`src/rtl/bnn_seq_sched.sv`:
```
// Sequencer for the serial two-layer BNN datapath: latches a feature vector, walks hidden then class neurons,
// collects hidden bits, tracks the class argmax. Define BNN_SCHED_PERF_EN to add infer_cnt/cyc_cnt counters.
module bnn_seq_sched #(
  parameter int unsigned FEAT_CNT   = 12,
  parameter int unsigned FEAT_BITS  = 4,
  parameter int unsigned HIDDEN_CNT = 40,
  parameter int unsigned CLASS_CNT  = 6,
  localparam int unsigned FEAT_W  = FEAT_CNT * FEAT_BITS,
  localparam int unsigned SCORE_W = $clog2(HIDDEN_CNT + 1),
  localparam int unsigned IDX_W   = (HIDDEN_CNT > 1) ? $clog2(HIDDEN_CNT) : 1,
  localparam int unsigned PRED_W  = (CLASS_CNT > 1) ? $clog2(CLASS_CNT) : 1
) (
  input  logic                  clk,
  input  logic                  rst,
  input  logic                  in_valid,
  output logic                  in_ready,
  input  logic [FEAT_W-1:0]     features,
  output logic [FEAT_W-1:0]     feat_q,
  output logic                  layer_sel,
  output logic [IDX_W-1:0]      neuron_idx,
  output logic [HIDDEN_CNT-1:0] hidden_q,
  input  logic                  dp_act,
  input  logic [SCORE_W-1:0]    dp_score,
  output logic                  out_valid,
  input  logic                  out_ready,
  output logic [PRED_W-1:0]     prediction,
`ifdef BNN_SCHED_PERF_EN
  output logic [31:0]           infer_cnt,
  output logic [31:0]           cyc_cnt,
`endif
  output logic                  busy
);

  typedef enum logic [1:0] {IDLE, L0, L1, DONE} state_e;

  state_e             state_q;
  logic [SCORE_W-1:0] best_q;

  // Sequencer FSM with all outputs registered alongside the state.
  always_ff @(posedge clk) begin
    if (rst) begin
      state_q    <= IDLE;
      in_ready   <= 1'b1;
      out_valid  <= 1'b0;
      busy       <= 1'b0;
      layer_sel  <= 1'b0;
      neuron_idx <= '0;
      hidden_q   <= '0;
      prediction <= '0;
      feat_q     <= '0;
      best_q     <= '0;
    end else begin
      case (state_q)
        IDLE: begin
          if (in_valid && in_ready) begin
            feat_q     <= features;
            neuron_idx <= '0;
            hidden_q   <= '0;
            layer_sel  <= 1'b0;
            in_ready   <= 1'b0;
            busy       <= 1'b1;
            state_q    <= L0;
          end
        end
        L0: begin
          hidden_q[neuron_idx] <= dp_act;
          if (neuron_idx == IDX_W'(HIDDEN_CNT - 1)) begin
            neuron_idx <= '0;
            layer_sel  <= 1'b1;
            state_q    <= L1;
          end else begin
            neuron_idx <= neuron_idx + IDX_W'(1);
          end
        end
        L1: begin
          // Class 0 seeds the running max; later classes replace it only on a strict win.
          if ((neuron_idx == '0) || (dp_score > best_q)) begin
            best_q     <= dp_score;
            prediction <= PRED_W'(neuron_idx);
          end
          if (neuron_idx == IDX_W'(CLASS_CNT - 1)) begin
            out_valid <= 1'b1;
            busy      <= 1'b0;
            state_q   <= DONE;
          end else begin
            neuron_idx <= neuron_idx + IDX_W'(1);
          end
        end
        DONE: begin
          if (out_valid && out_ready) begin
            out_valid <= 1'b0;
            in_ready  <= 1'b1;
            layer_sel <= 1'b0;
            state_q   <= IDLE;
          end
        end
        default: state_q <= IDLE;
      endcase
    end
  end

`ifdef BNN_SCHED_PERF_EN
  // Completed output handshakes and busy cycles; both wrap naturally at 32 bits.
  always_ff @(posedge clk) begin
    if (rst) begin
      infer_cnt <= '0;
      cyc_cnt   <= '0;
    end else begin
      if ((state_q == DONE) && out_valid && out_ready) infer_cnt <= infer_cnt + 32'd1;
      if (busy) cyc_cnt <= cyc_cnt + 32'd1;
    end
  end
`endif

endmodule

```
`config.mk`:
```
export PLATFORM = sky130hd
export DESIGN_NAME = bnn_seq_sched
export DESIGN_NICKNAME = d
export VERILOG_FILES = /design/src/rtl/bnn_seq_sched.sv
export SDC_FILE = /design/constraint.sdc
export NUM_CORES = 1
export LEC_CHECK = 0
export BUFFER_PORTS_ARGS = -buffer_cell sky130_fd_sc_hd__buf_2
export CORE_MARGIN = 2
export CORE_UTILIZATION = 55
export DETAILED_ROUTE_END_ITERATION = 16
export GPL_TIMING_DRIVEN = 0
export MAX_ROUTING_LAYER = met4
export PLACE_DENSITY_LB_ADDON = 0.3
export SLEW_MARGIN = 20
export SYNTH_ARGS = -nofsm -noshare
export SYNTH_HDL_FRONTEND = slang
export SYNTH_SLANG_ARGS = --single-unit
```
`constraint.sdc`:
```
create_clock -name clk -period 3.2 [get_ports clk]
set_clock_uncertainty 0.1 [all_clocks]
set_input_delay 0.16 -clock clk [delete_from_list [all_inputs] [get_ports clk]]
set_output_delay 0.16 -clock clk [all_outputs]
set_load 0.005 [all_outputs]
```
==> flow_metrics.py <==
metrics = {
    "detailed_routing": {
        "drtIter0Drc": 266,
        "vias": 5230,
        "detail_route.wirelength_um": 14700,
        "via_per_inst": 5.56,
        "drc": 0,
        "wl_per_cell_um": 15.6,
        "ant_nets": 0,
        "drtPass1Iterations": 4,
    },
    "floorplanning": {
        "start_util_pct": 56.5,
        "row_count": 34,
        "num_io_pins": 160,
        "die_h_um": 98.4,
        "core_area_sq_um": 8680,
        "die-area_sq_um": 9680,
        "die_x_um": 98.4,
    },
    "logic_synthesis": {
        "synthFlopType": "dfxtp_1",
        "ys_warn_count": 0,
        "syn_inst": 605,
        "ys_seq_area_share_pct": 44.5,
        "synth_edf_count": 0,
        "postSynth.asyncResetShare_pct": 0,
        "syn_avg_cell_area_sq_um": 8.10,
        "synth_fp_nets": 679,
        "netlist_area_sq_um": 4900,
        "synthDistinctLibCells": 54,
        "synth-seq-cells": 109,
    },
    "timing": {
        "worst_slack_ps": 746,
        "fmax_ghz": 0.407,
        "finalSetupViolCount": 0,
        "maxSlewViolCount": 0,
        "max_slew_margin_pct": 41.5,
        "rsz0062_at_grt": "no",
        "worst_pin_slew_ps": 871,
        "finalHoldViolCount": 0,
        "period_needed_ps": 2450,
        "setup_tns_ps": 0,
        "hold_ws_ps": 40.1,
        "fin_crit_sh_pct": 76.7,
    },
    "clock_network": {
        "cts_root_buffer": "clkbuf_8",
        "cts_max_level": 3,
        "numCtsBuffers": 9,
        "cts.sink_count": 109,
        "cts_tree": "yes",
        "clockBufferDepth": 2,
        "clk_pin_slew_ps": 100,
        "clkLatencyLatePin_ps": 360,
    },
    "global_routing": {
        "grt_max_degree": 18,
        "grtUsageTotal_pct": 30.0,
        "grt-busiest-layer": "met2",
        "grt_pass1_wl_um": 23200,
        "grt_pass1_vias": 4975,
        "grt_overflow": 0,
        "use_met2_pct": 49.1,
        "met3_usage_pct": 6.16,
        "antenna_found_initial": 0,
        "met1_usage_pct": 35.4,
    },
    "worst_setup_path": {
        "cp-start-kind": "register",
        "timing.rr.end": "hidden_q[27]",
        "rr_worst_depth": 7,
        "startpoint": "state_q[1]",
        "endpoint_kind": "register",
        "r2r_start": "state_q[1]",
        "r2r_slack_ps": 750,
        "endpoint": "hidden_q[27]",
        "cp_max_fo": 10,
        "critPathRequiredTime_ps": 3400,
        "critPathKind": "reg -> reg",
        "crit_arrival_ps": 2650,
    },
    "run": {
        "maxCapViolCount": 0,
    },
    "outcome": {
        "status": "completed",
    },
    "placement": {
        "pre_cts_slack_ps": 832,
        "place.gp.congestion": 0.938,
        "dp_hpwl_um": 9790,
        "portBuffers": 159,
    },
    "min_path": {
        "hp-class": "in -> reg",
    },
    "finish": {
        "fin_nets": 903,
        "antennaDiodeCount": 0,
        "fillers": 678,
        "synthToLayoutAreaGrowth_pct": 33.4,
        "drive_gt1_share_pct": 24.4,
        "fin_util_pct": 75.3,
    },
    "power": {
        "leakage_nw": 2.81,
        "ir_worst_vdd_mv": 0.266,
        "power_mw": 3.62,
        "pwr_density_cell_nw_per_um2": 555,
    },
}
-- how the worst min path moves through the flow --
stage,end,startpoint,cells past startpoint
floorplan,feat_q[0],features[0],2
global placement,feat_q[25],features[25],3
detailed placement,feat_q[36],features[36],3
CTS,in_ready,out_ready,3
global route,in_ready,out_ready,3
finish,in_ready,out_ready,3
-- area by class of cell --
type	count	area, sq um	share of cell area [%]
flip-flops and latches	109	2180	33.4
clock buffers	11	131	2.01
well taps	108	135	2.07
plain buffers	47	234	3.58
repair buffers	213	1340	20.4
inverters	16	60.1	0.919
multi-input cells	433	2420	37.1
clock inverters	4	32.5	0.498
-- power by group --
part / internal (mW) / switching [mW] / total [mW]
clock network: 0.286 / 0.461 / 0.747
registers: 1.50 / 0.0861 / 1.59
logic: 0.498 / 0.792 / 1.29
total: 2.28 / 1.34 / 3.62
-- registers in the layout, summed over array words and instances, names as in the netlist, 2 cells and up --
name        flops
feat_q         48
hidden_q       40
best_q          6
neuron_idx      6
prediction      3
state_q         2
-- cell usage after synthesis (all sizes together) (2+ instances only) --
| cell type | instances | share of area (%) |
|---|---|---|
| a211oi | 2 | 0.41 |
| a21boi | 2 | 0.38 |
| a21o | 2 | 0.31 |
| a21oi | 129 | 13 |
| a31oi | 3 | 0.69 |
| a41oi | 7 | 1.3 |
| and2 | 3 | 0.38 |
| and3 | 3 | 0.38 |
| and3b | 3 | 0.54 |
| buf | 14 | 1.6 |
| clkbuf | 33 | 3.2 |
| dfxtp | 109 | 45 |
| ha | 15 | 3.8 |
| inv | 15 | 1.1 |
| mux2i | 10 | 2.0 |
| nand2 | 145 | 11 |
| nand2b | 18 | 2.3 |
| nand3 | 2 | 0.20 |
| nor2b | 3 | 0.38 |
| nor3 | 6 | 1.0 |
| nor3b | 10 | 2.6 |
| nor4 | 2 | 0.26 |
| o21ai | 46 | 4.7 |
| o21bai | 2 | 0.31 |
| o31ai | 2 | 0.31 |
| or4 | 2 | 0.31 |
| xnor2 | 2 | 0.36 |
-- routing by layer --
| layer | up-vias | wire length [um] |
|---|---|---|
| li1 | 2505 | - |
| met1 | 2436 | 5860 |
| met2 | 228 | 7170 |
| met3 | 61 | 1000 |
| met4 | 0 | 625 |
| met5 | - | 0 |
-- worst max-delay path, stage by stage (launching register included) --
cell and delay, ps:
dfxtp_1 430, inv_1 110, ha_1 240, a21boi_2 200
buf_2 220, nor3_1 740, nand2_1 140, a21oi_1 200
-- through the flow --
stage	cell area, sq um	instances
finish	6540	941
global route	6540	941
CTS	6540	941
detailed placement	5830	872
global placement	5830	872
floorplan	4900	605
-- cell families after synthesis --
kind of cell	share of synthesized area, %
AND/OR/NAND/NOR	20.5
AO/OA/AOI/OAI	22.6
flip-flops	44.5
buffers and inverters	6.00
adder cells (fa/ha/maj)	3.83
multiplexers	2.04
XOR/XNOR	0.536
-- repair_timing --
item | 4_1_cts | 5_1_grt
setup buffers | 0 | 0
resized for setup | 0 | 0
hold endpoints to repair | 54 | 0
hold buffers | 54 | 0
-- cells in the final DEF (no fill, tap or decap), drive strengths merged, types with 2 or more instances in the layout --
master	instances
dfxtp	109
ha	15
a21oi	129
nor4	2
and3b	3
clkbuf	44
xnor2	2
nor3b	10
a41oi	7
nand2b	18
o21bai	2
nand3	2
or4	2
mux2i	10
nor2b	3
nand2	145
inv	17
o31ai	2
o21ai	46
a31oi	3
nor3	6
and2	3
a211oi	2
buf	173
a21o	2
dlygate4sd3	54
a21boi	2
and3	3
clkinvlp	2
Note: power is estimated with default switching activity, not from simulation.
